File: src/rtl/ula_serial_ctrl.sv
// Bit-serial ALU controller: one 1-bit slice per cycle, LSB first; result after WIDTH RUN cycles.
// One op in flight; start is ignored outside IDLE, back-to-back issue every WIDTH+2 cycles.
module ula_serial_ctrl #(
  parameter int WIDTH = 8
) (
  input  logic             clk,
  input  logic             reset,
  input  logic             start,
  input  logic [WIDTH-1:0] a,
  input  logic [WIDTH-1:0] b,
  input  logic [3:0]       alu_ctl,
  output logic             busy,
  output logic             done,
  output logic [WIDTH-1:0] result,
  output logic             zero,
  output logic             cout,
  output logic             overflow
);

  localparam int CW = (WIDTH > 2) ? $clog2(WIDTH) : 1;

  typedef enum logic [1:0] {IDLE, RUN, DONE} state_t;

  state_t           state, state_nxt;
  logic [WIDTH-1:0] a_sh, b_sh;
  logic [WIDTH-2:0] res_sh;
  logic [CW-1:0]    cnt;
  logic             carry;
  logic             ainv_q, binv_q, addsub_q, slt_q;
  logic [1:0]       op_q;

  logic             ainv_d, binv_d, addsub_d, slt_d;
  logic [1:0]       op_d;
  logic             a_bit, b_bit, s_sum, s_cout, s_out;
  logic             last, ovf_int, slt_set;
  logic [WIDTH-1:0] res_next;

  // Unlisted codes fall through to plain AND with no overflow reporting.
  always_comb begin
    ainv_d   = 1'b0;
    binv_d   = 1'b0;
    addsub_d = 1'b0;
    slt_d    = 1'b0;
    op_d     = 2'b00;
    case (alu_ctl)
      4'b0000: op_d = 2'b00;
      4'b0001: op_d = 2'b01;
      4'b0010: begin op_d = 2'b10; addsub_d = 1'b1; end
      4'b0110: begin op_d = 2'b10; binv_d = 1'b1; addsub_d = 1'b1; end
      4'b0111: begin op_d = 2'b11; binv_d = 1'b1; slt_d = 1'b1; end
      4'b1100: begin op_d = 2'b00; ainv_d = 1'b1; binv_d = 1'b1; end
      default: op_d = 2'b00;
    endcase
  end

  always_comb begin
    a_bit  = a_sh[0] ^ ainv_q;
    b_bit  = b_sh[0] ^ binv_q;
    s_sum  = a_bit ^ b_bit ^ carry;
    s_cout = (a_bit & b_bit) | (a_bit & carry) | (b_bit & carry);
    case (op_q)
      2'b00:   s_out = a_bit & b_bit;
      2'b01:   s_out = a_bit | b_bit;
      2'b10:   s_out = s_sum;
      default: s_out = 1'b0;
    endcase
    last     = (state == RUN) && (cnt == CW'(WIDTH - 1));
    ovf_int  = carry ^ s_cout;
    slt_set  = s_sum ^ ovf_int;
    res_next = {s_out, res_sh};
  end

  always_ff @(posedge clk or posedge reset) begin
    if (reset) state <= IDLE;
    else       state <= state_nxt;
  end

  always_comb begin
    state_nxt = state;
    case (state)
      IDLE:    if (start) state_nxt = RUN;
      RUN:     if (last)  state_nxt = DONE;
      DONE:    state_nxt = IDLE;
      default: state_nxt = IDLE;
    endcase
  end

  assign busy = (state == RUN);
  assign done = (state == DONE);

  always_ff @(posedge clk or posedge reset) begin
    if (reset) begin
      a_sh     <= '0;
      b_sh     <= '0;
      res_sh   <= '0;
      cnt      <= '0;
      carry    <= 1'b0;
      ainv_q   <= 1'b0;
      binv_q   <= 1'b0;
      addsub_q <= 1'b0;
      slt_q    <= 1'b0;
      op_q     <= 2'b00;
      result   <= '0;
      zero     <= 1'b1;
      cout     <= 1'b0;
      overflow <= 1'b0;
    end else begin
      case (state)
        IDLE: if (start) begin
          a_sh     <= a;
          b_sh     <= b;
          cnt      <= '0;
          carry    <= binv_d;
          ainv_q   <= ainv_d;
          binv_q   <= binv_d;
          addsub_q <= addsub_d;
          slt_q    <= slt_d;
          op_q     <= op_d;
        end
        RUN: begin
          a_sh   <= a_sh >> 1;
          b_sh   <= b_sh >> 1;
          res_sh <= res_next[WIDTH-1:1];
          carry  <= s_cout;
          cnt    <= cnt + 1'b1;
          if (last) begin
            result   <= slt_q ? WIDTH'(slt_set) : res_next;
            zero     <= slt_q ? ~slt_set : (res_next == '0);
            cout     <= s_cout;
            overflow <= addsub_q & ovf_int;
          end
        end
        default: ;
      endcase
    end
  end

endmodule

File: config.mk
export PLATFORM = sky130hd
export DESIGN_NAME = ula_serial_ctrl
export DESIGN_NICKNAME = d
export VERILOG_FILES = /design/src/rtl/ula_serial_ctrl.sv
export SDC_FILE = /design/constraint.sdc
export NUM_CORES = 1
export LEC_CHECK = 0
export ABC_AREA = 1
export BUFFER_PORTS_ARGS = -buffer_cell sky130_fd_sc_hd__buf_2
export CORE_ASPECT_RATIO = 2
export CORE_MARGIN = 2
export CORE_UTILIZATION = 50
export CTS_CLUSTER_DIAMETER = 40
export DETAILED_ROUTE_END_ITERATION = 7
export PLACE_DENSITY = 0.72
export SYNTH_ARGS = -nofsm -noshare
export SYNTH_HDL_FRONTEND = slang
export SYNTH_SLANG_ARGS = --single-unit
File: constraint.sdc
create_clock -name clk -period 1.5 [get_ports clk]
set_input_delay 0 -clock clk [delete_from_list [all_inputs] [get_ports clk]]
set_output_delay 0 -clock clk [all_outputs]
set_load 0.05 [all_outputs]
==> out/results.ini, run 1 <==
[global_route]
grt_max_degree=33
grt_usage_pct=21.0
overflow=0
grt_pass1_vias=1860
antenna_found_initial=0
grt_pass1_wl_um=7780

[die]
dieArea_mm2=0.00486
die_h_um=96.6
die_x_um=50.3
initial_core_util_pct=52.4
rows=33
io_pins=36
core_mm2=0.00409

[routing]
wl_per_cell_um=12.5
ant_nets=0
vias=1877
drt_iter0_drc=21
wirelength_um=4620
dr.pass1.iters=4
drc_errors=0
viasPerCell=5.07

[pwr]
total_power_mw=6.33
p_seq_share_pct=33.5
pwr-share-clk_pct=12.5
switching_share_pct=46.1
leakage_nw=1.37
vdd_drop_max_v=0.00149
p_int_mw=3.41
comb_power_share_pct=54.0
p_per_area_mw_per_mm2=2270
power.switching_mw=2.92

[sta]
tightest_slew_ns=0.561
finalHoldViolations=1
clock.fmax_mhz=679
period_minus_slack_ns=1.47
drv_slew=0
maxSlewHeadroom_pct=62.3
hold_ws_ns=-0.00805
setup_viol=0
skew_ns=0.0124
fin_crit_sh_pct=98.2
grt_setup_unrepaired=yes

[synthesis]
post_synth.cell_area_avg_um2=8.54
synth_top_area_share_pct=52.5
ys_seq_elements=46
synth.yosys.seq_area_share_pct=53.8
synth_area_mm2=0.00214
synth_top_area_cell=dfrtp_1
ys_types=28
synth_area_leaders=dfrtp_1 (53%), nand2_1 (11%), o21ai_0 (7.0%)
synth_nets=277
syn_inst=251
ys.warnings.count=0

[setup_path]
cp_max_fo=2
worstSetupStartpointType=flip-flop
setup.worst_path.class=flip-flop to flip-flop
endpoint_kind=flip-flop
crit_arrival_ns=1.72
worstPathRequired_ns=1.75

[clocking]
clock_latency_ns=0.30
cts_max_level=2
cts_sinks=46
cts.path.max_buffers=2
root_buffer=clkbuf_8
cts_buffers=5
cts_tree=built
path_clk_slew_ns=0.09

[hold_path]
worstHoldPathType=primary input to flip-flop

[job]
cap_violations=0

[run_status]
violations=negative hold slack
status=complete, but fails checks

[placement]
dp_hpwl_um=3210
io_buffers=35
place_congestion=0.797

[cells_and_area]
fin_util_pct=68.1
antenna_cells=0
layout-drive-gt1-share_pct=28.9
num-nets-final=343
synthToLayoutAreaGrowth_pct=29.9

==> final timing paths <==
path	start	endpoint	slack, ns	cells after the start
max in group asynchronous	reset	a_sh[2]	0.77	4
max	a_sh[0]	zero	0.03	13
min in group asynchronous	reset	res_sh[4]	0.21	3
min reg2reg	zero	zero	0.47	2
max reg2reg	a_sh[0]	zero	0.03	13
min	b[3]	b_sh[3]	-0.008	3
==> cells by family (layout without fill, tap and decap cells) <==
kind of cell,Yosys count,in the layout,share of synthesized area (%)
buffers and inverters,46,113,9.34
AND/OR/NAND/NOR,94,94,19.4
flip-flops,46,46,53.8
AO/OA/AOI/OAI,62,62,15.8
adder cells (fa/ha/maj),3,3,1.75
==> worst max-delay path, cell delays in order (launching register included) <==
cell     delay, ns
dfrtp_1       0.40
inv_2         0.06
nand2_1       0.04
nand2_1       0.08
inv_2         0.05
ha_4          0.27
inv_2         0.03
nand2_2       0.06
nand3_2       0.06
nand2_2       0.07
nand3_2       0.06
a21oi_2       0.11
nand2_1       0.06
nand2_1       0.06
==> layer usage <==
layer / wire length [µm] / GRT usage [%] / up-vias / part of all wire [%]
li1: - / - / 943 / -
met1: 1780 / 23.0 / 890 / 38
met2: 2620 / 38.6 / 36 / 57
met3: 124 / 3.08 / 8 / 2.7
met4: 96 / 10.6 / 0 / 2.1
met5: 0 / 0 / - / 0
==> through the flow <==
step	setup TNS (ns)	instance area [µm²]	worst slack, ns	cells
floorplan	0	2140	0.0508	251
global placement	0	2420	0.0237	339
detailed placement	-0.0289	2420	-0.0289	339
CTS	-0.0169	2700	-0.0169	363
global route	-0.177	2780	-0.0881	370
finish	0	2780	0.0271	370
==> area by class of cell <==
type                       count  area (µm²)
clock buffer                   5        68.8
timing repair buffer          66         477
inverter                      38         150
clock inverter                 3        25.0
tap                           52        65.1
multi-input combinational    159         840
timing repair inverter         1        5.00
sequential                    46        1150
fill                         356        1300
==> power by group through the flow <==
stage | Combinational (mW) | Sequential [mW] | Clock (mW)
2_1_floorplan | 1.92 | 2.51 | 0
4_1_cts | 3.20 | 2.11 | 0.806
5_1_grt | 3.87 | 2.19 | 0.850
3_3_place_gp | 2.98 | 2.11 | 0
3_5_place_dp | 3.03 | 2.13 | 0
6_report | 3.41 | 2.12 | 0.791
==> cells in the mapped netlist <==
master	n
a21oi_1	14
a21oi_2	1
a22o_1	2
buf_2	2
buf_4	2
buf_6	2
clkbuf_1	2
dfrtp_1	45
dfstp_2	1
ha_1	3
inv_1	34
inv_2	3
inv_4	1
nand2_1	60
nand2_4	1
nand3_1	11
nand4_1	3
nor2_1	14
nor2_4	2
nor2_8	1
nor3_1	2
o2111ai_1	1
o211ai_1	2
o21ai_0	30
o21ai_1	9
o21ai_2	1
o22ai_1	1
o31ai_1	1
==> repair_timing <==
item                                    CTS  global route
endpoints found under the setup margin    2            12
hold buffers                             15             0
pin swaps                                 8             8
buffers inserted                          1             6
endpoints found under the hold margin    27             0
gates resized for setup                   8            17
gates cloned                              0             1
==> flip-flops by register name, indices dropped and copies added, names as in the netlist, 2 cells and up <==
signal	count
a_sh	8
b_sh	8
result	8
res_sh	7
cnt	3
state	2
op_q	2
==> cell usage in the layout (no fill, tap or decap), drive strengths merged <==
master and instances:
ha 3, dfstp 1, o2111ai 1, clkbuf 5
inv 37, nor2 17, dfrtp 45, o31ai 1
nand2 61, dlygate4sd3 15, o211ai 2, a22o 2
o21ai 40, a21oi 15, clkinvlp 1, buf 51
nor3 2, nand3 11, clkinv 4, nand4 3
o22ai 1
Power figures use the tool's default switching activity.
==> inputs of run 2 (changes only) <==
--- a/config.mk
+++ b/config.mk
@@ -5,7 +5,6 @@
 export SDC_FILE = /design/constraint.sdc
 export NUM_CORES = 1
 export LEC_CHECK = 0
-export ABC_AREA = 1
 export BUFFER_PORTS_ARGS = -buffer_cell sky130_fd_sc_hd__buf_2
 export CORE_ASPECT_RATIO = 2
 export CORE_MARGIN = 2
==> out/results.ini, run 2 <==
[clocking]
root_buffer=clkbuf_8
cts_buffers=5
cts_sinks=46
path_clk_slew_ns=0.09
clock_latency_ns=0.30
cts_tree=built
cts_max_level=2
cts.path.max_buffers=2

[synthesis]
synth_top_area_cell=dfrtp_1
synth_commonest_cells=nand2_1 (56), dfrtp_1 (45), o21ai_0 (20)
synth.yosys.seq_area_share_pct=53.2
synth_top_family_by_area=simple AND/OR/NAND/NOR gates
ys.warnings.count=0
synth_area_leaders=dfrtp_1 (52%), nand2_1 (9.7%), mux2i_1 (6.5%)
synth-simple-area-share_pct=17.9
async_reset_ff_share_pct=100
synthAdderAreaFrac_pct=1.73
synth_compound_area_share_pct=14.2
synth.most_common_cell=nand2_1
syn_inst=220
synthFlopType=dfrtp_1
synth_top_area_share_pct=52.0
synth_area_mm2=0.00217
muxShareOfSynthArea_pct=6.47
post_synth.cell_area_avg_um2=9.84
ys_types=41
synthXorXnorAreaFrac_pct=2.31
synth_edf_count=0
synth_nets=246
ys_seq_elements=46

[routing]
ant_nets=0
wl_per_cell_um=14.0
drt_iter0_drc=23
viasPerCell=5.22
dr.pass1.iters=6
vias=1780
wirelength_um=4780
drc_errors=0

[setup_path]
worstPathRequired_ns=1.73
setup.worst_path.class=flip-flop to flip-flop
cp-startpoint=binv_q
rr_endpoint=zero
endpoint_kind=flip-flop
worstSetupStartpointType=flip-flop
rr_worst_depth=7
reg2reg_slack_ns=-0.21
cp_max_fo=7
endpoint=zero
crit_arrival_ns=1.94
reg2reg_from=binv_q

[pwr]
total_power_mw=6.23
leakage_nw=1.37
p_per_area_mw_per_mm2=2190
vdd_drop_max_v=0.00147

[sta]
drv_slew=0
maxSlewHeadroom_pct=61.1
skew_ns=0.0103
period_minus_slack_ns=1.71
grt_setup_unrepaired=yes
setup_viol=4
clock.fmax_mhz=586
fin_crit_sh_pct=114
finalSetupTns_ns=-0.624
tightest_slew_ns=0.583
setup_slack_ns=-0.206
hold_ws_ns=0.00527
finalHoldViolations=0

[placement]
place_congestion=0.892
placed_area_mm2=0.00248
io_buffers=35
dp_hpwl_um=3160

[die]
rows=33
core_mm2=0.00413
initial_core_util_pct=52.5
dieArea_mm2=0.00491
die_x_um=50.5
io_pins=36
die_h_um=97.1

[cells_and_area]
largestRegisters=a_sh (8), b_sh (8), result (8)
antenna_cells=0
fin_util_pct=68.8
mostFrequentLayoutCells=nand2_1 (55), dfrtp_1 (45), buf_2 (35)
layout-drive-gt1-share_pct=29.4
final_common_cell=nand2_1
num-nets-final=314
stdcell_area_mm2=0.00284
synthToLayoutAreaGrowth_pct=31.2

[global_route]
grt_max_degree=47
grt_pass1_vias=1795
grt_usage_pct=21.5
antenna_found_initial=0
grt_pass1_wl_um=8070
overflow=0

[run_status]
violations=negative setup slack
status=complete, but fails checks

[hold_path]
worstHoldPathType=primary input to flip-flop

[job]
cap_violations=0

-- run 2: kinds of logic (layout without fill, tap and decap cells) --
logic type / Yosys count / after routing
adder cells (fa/ha/maj): 3 / 3
AO/OA/AOI/OAI: 48 / 48
flip-flops: 46 / 46
XOR/XNOR: 4 / 4
multiplexers: 14 / 14
AND/OR/NAND/NOR: 86 / 86
buffers and inverters: 19 / 88
-- run 2: critical path, cell delays in order, from the launching register on --
cell and delay (ns):
dfrtp_1 0.41, xnor2_2 0.19, inv_2 0.07, ha_4 0.27
xnor2_2 0.14, a211oi_2 0.23, a311oi_1 0.09, o31a_1 0.25
-- run 2: stage by stage --
step / worst slack, ns / std cells
3_5_place_dp: -0.244 / 312
6_report: -0.206 / 341
5_1_grt: -0.276 / 341
4_1_cts: -0.211 / 337
3_3_place_gp: -0.167 / 312
2_1_floorplan: -0.215 / 220
-- run 2: how the worst min path moves through the flow --
stage,to,from,cells past startpoint
3_5_place_dp,b_sh[2],reset,3
3_3_place_gp,b_sh[2],reset,3
2_1_floorplan,op_q[0],alu_ctl[3],1
4_1_cts,b_sh[1],b[1],3
6_report,ainv_q,alu_ctl[2],3
5_1_grt,ainv_q,alu_ctl[2],3
-- run 2: repair_timing --
| item | 4_1_cts | 5_1_grt |
|---|---|---|
| gates resized for setup | 2 | 14 |
| hold buffers | 13 | 0 |
| gates cloned | 0 | 1 |
| pin swaps | 1 | 3 |
| setup endpoints to repair | 6 | 9 |
| hold endpoints to repair | 56 | 0 |
| buffers inserted | 4 | 3 |
-- run 2: area by class of cell --
| type | count | area (µm²) |
|---|---|---|
| multi-input combinational | 155 | 991 |
| sequential | 46 | 1150 |
| timing repair buffer | 71 | 485 |
| tap | 52 | 65.1 |
| inverter | 9 | 38.8 |
| clock buffer | 5 | 68.8 |
| clock inverter | 3 | 40.0 |
| fill | 341 | 1290 |
-- run 2: where the power goes --
| part | total (mW) | internal (mW) | leakage [nW] | switching [mW] |
|---|---|---|---|---|
| Combinational | 3.20 | 1.38 | 0.725 | 1.83 |
| Clock | 0.908 | 0.491 | 0.0579 | 0.418 |
| Sequential | 2.12 | 1.74 | 0.592 | 0.376 |
| Total | 6.23 | 3.61 | 1.37 | 2.62 |
-- run 2: routing by layer --
layer / GRT usage [%] / part of all wire, %
met4: 9.36 / 2.6
met3: 3.69 / 2.2
met1: 24.0 / 38
met5: 0 / 0
met2: 38.6 / 57
==> inputs of run 3 (changes only) <==
--- a/config.mk
+++ b/config.mk
@@ -11,7 +11,7 @@
 export CORE_UTILIZATION = 50
 export CTS_CLUSTER_DIAMETER = 40
 export DETAILED_ROUTE_END_ITERATION = 7
-export PLACE_DENSITY = 0.72
+export PLACE_DENSITY = 0.75
 export SYNTH_ARGS = -nofsm -noshare
 export SYNTH_HDL_FRONTEND = slang
 export SYNTH_SLANG_ARGS = --single-unit
==> out/results.ini, run 3 (same netlist as run 2, synthesis figures left out) <==
[run_status]
status=complete, but fails checks
violations=negative setup slack

[cells_and_area]
antenna_cells=0
synthToLayoutAreaGrowth_pct=32.3
final_cells=343
largestRegisters=a_sh (8), b_sh (8), result (8)
mostFrequentLayoutCells=nand2_1 (55), dfrtp_1 (45), buf_2 (34)
final_common_cell=nand2_1
layout-drive-gt1-share_pct=28.9
num-nets-final=316

[routing]
vias=1771
viasPerCell=5.16
drc_errors=0
ant_nets=0
wirelength_um=4630
wl_per_cell_um=13.5
drt_iter0_drc=38
dr.pass1.iters=4

[global_route]
grt_usage_pct=20.4
antenna_found_initial=0
grt_max_degree=47
grt_pass1_wl_um=7710
overflow=0
grt_pass1_vias=1779

[die]
core_mm2=0.00413
rows=33
die_x_um=50.5
dieArea_mm2=0.00491
initial_core_util_pct=52.5
io_pins=36
die_h_um=97.1

[sta]
finalSetupTns_ns=-0.639
tightest_slew_ns=0.325
fin_crit_sh_pct=117
clock.fmax_mhz=571
drv_slew=0
grt_setup_unrepaired=yes
period_minus_slack_ns=1.75
setup_viol=4
finalHoldViolations=0
skew_ns=0.0125
setup_slack_ns=-0.252
maxSlewHeadroom_pct=78.1

[pwr]
pwr-share-clk_pct=14.9
total_power_mw=6.26
switching_share_pct=41.7
comb_power_share_pct=51.6
p_int_mw=3.65
power.switching_mw=2.61
p_per_area_mw_per_mm2=2190
leakage_nw=1.40
p_seq_share_pct=33.5
vdd_drop_max_v=0.00171

[setup_path]
rr_endpoint=zero
rr_worst_depth=7
worstSetupStartpointType=flip-flop
endpoint_kind=flip-flop
crit_arrival_ns=1.99
cp_max_fo=6
reg2reg_from=b_sh[0]
setup.worst_path.class=flip-flop to flip-flop
reg2reg_slack_ns=-0.25
worstPathRequired_ns=1.74

[clocking]
cts_sinks=46
clock_latency_ns=0.30
cts_max_level=2
path_clk_slew_ns=0.09
cts_buffers=5
root_buffer=clkbuf_8
cts.path.max_buffers=2
cts_tree=built

[placement]
dp_cells=311
place_congestion=0.907
dp_hpwl_um=3040
preCtsSetupSlack_ns=-0.211
io_buffers=35

[job]
cap_violations=0

[hold_path]
min_to=b_sh[3]
min_from=b[3]
worstHoldPathType=primary input to flip-flop
whs_path_depth=3

run 3: metal layers:
| metal | global-route usage, % | up-vias | wire length [µm] |
|---|---|---|---|
| li1 | - | 891 | - |
| met1 | 22.9 | 831 | 1780 |
| met2 | 36.1 | 40 | 2600 |
| met3 | 4.46 | 9 | 176 |
| met4 | 8.11 | 0 | 79 |
| met5 | 0 | - | 0 |
run 3: area by class of cell:
| class | count | area, µm² |
|---|---|---|
| clock buffer | 5 | 68.8 |
| clock inverter | 3 | 43.8 |
| fill | 336 | 1260 |
| inverter | 9 | 38.8 |
| multi-input combinational | 155 | 975 |
| sequential | 46 | 1150 |
| tap | 52 | 65.1 |
| timing repair buffer | 73 | 522 |
run 3: what timing repair did:
| item | CTS | global route |
|---|---|---|
| hold buffers | 14 | 0 |
| gates resized for setup | 2 | 12 |
| setup buffers | 5 | 5 |
| setup endpoints to repair | 4 | 9 |
| endpoints found under the hold margin | 59 | 0 |
| pin swaps | 2 | 4 |
run 3: power groups by stage:
stage / combinational (mW) / clock [mW] / sequential, mW
finish: 3.23 / 0.935 / 2.10
global placement: 2.70 / 0 / 2.10
detailed placement: 2.77 / 0 / 2.12
global route: 3.56 / 0.991 / 2.17
floorplan: 1.79 / 0 / 2.44
CTS: 3.04 / 0.956 / 2.10
run 3: how the worst max path moves through the flow:
stage	start	end	slack, ns	depth (start not counted)
after global routing	binv_q	zero	-0.35	7
after floorplan	b_sh[0]	zero	-0.21	8
after detailed placement	b_sh[0]	result[7]	-0.21	7
after CTS	binv_q	result[7]	-0.18	7
after global placement	b_sh[0]	zero	-0.17	7
final	b_sh[0]	zero	-0.25	7
run 3: per-stage QoR:
| stage | cell area [µm²] | util (%) | hold WS (ns) |
|---|---|---|---|
| 3_5_place_dp | 2480 | 60.2 | 0.0572 |
| 3_3_place_gp | 2480 | 60.2 | 0.0543 |
| 4_1_cts | 2790 | 67.5 | 0.00890 |
| 6_report | 2870 | 69.4 | 0.0122 |
| 5_1_grt | 2870 | 69.4 | 0.0162 |
| 2_1_floorplan | 2180 | - | 0.0975 |
run 3: critical path, stage by stage (launching register included):
cell	delay, ns
dfrtp_1	0.41
xnor2_2	0.20
inv_2	0.08
ha_4	0.31
nor4b_1	0.06
a31oi_1	0.20
o311ai_1	0.15
o31a_1	0.29
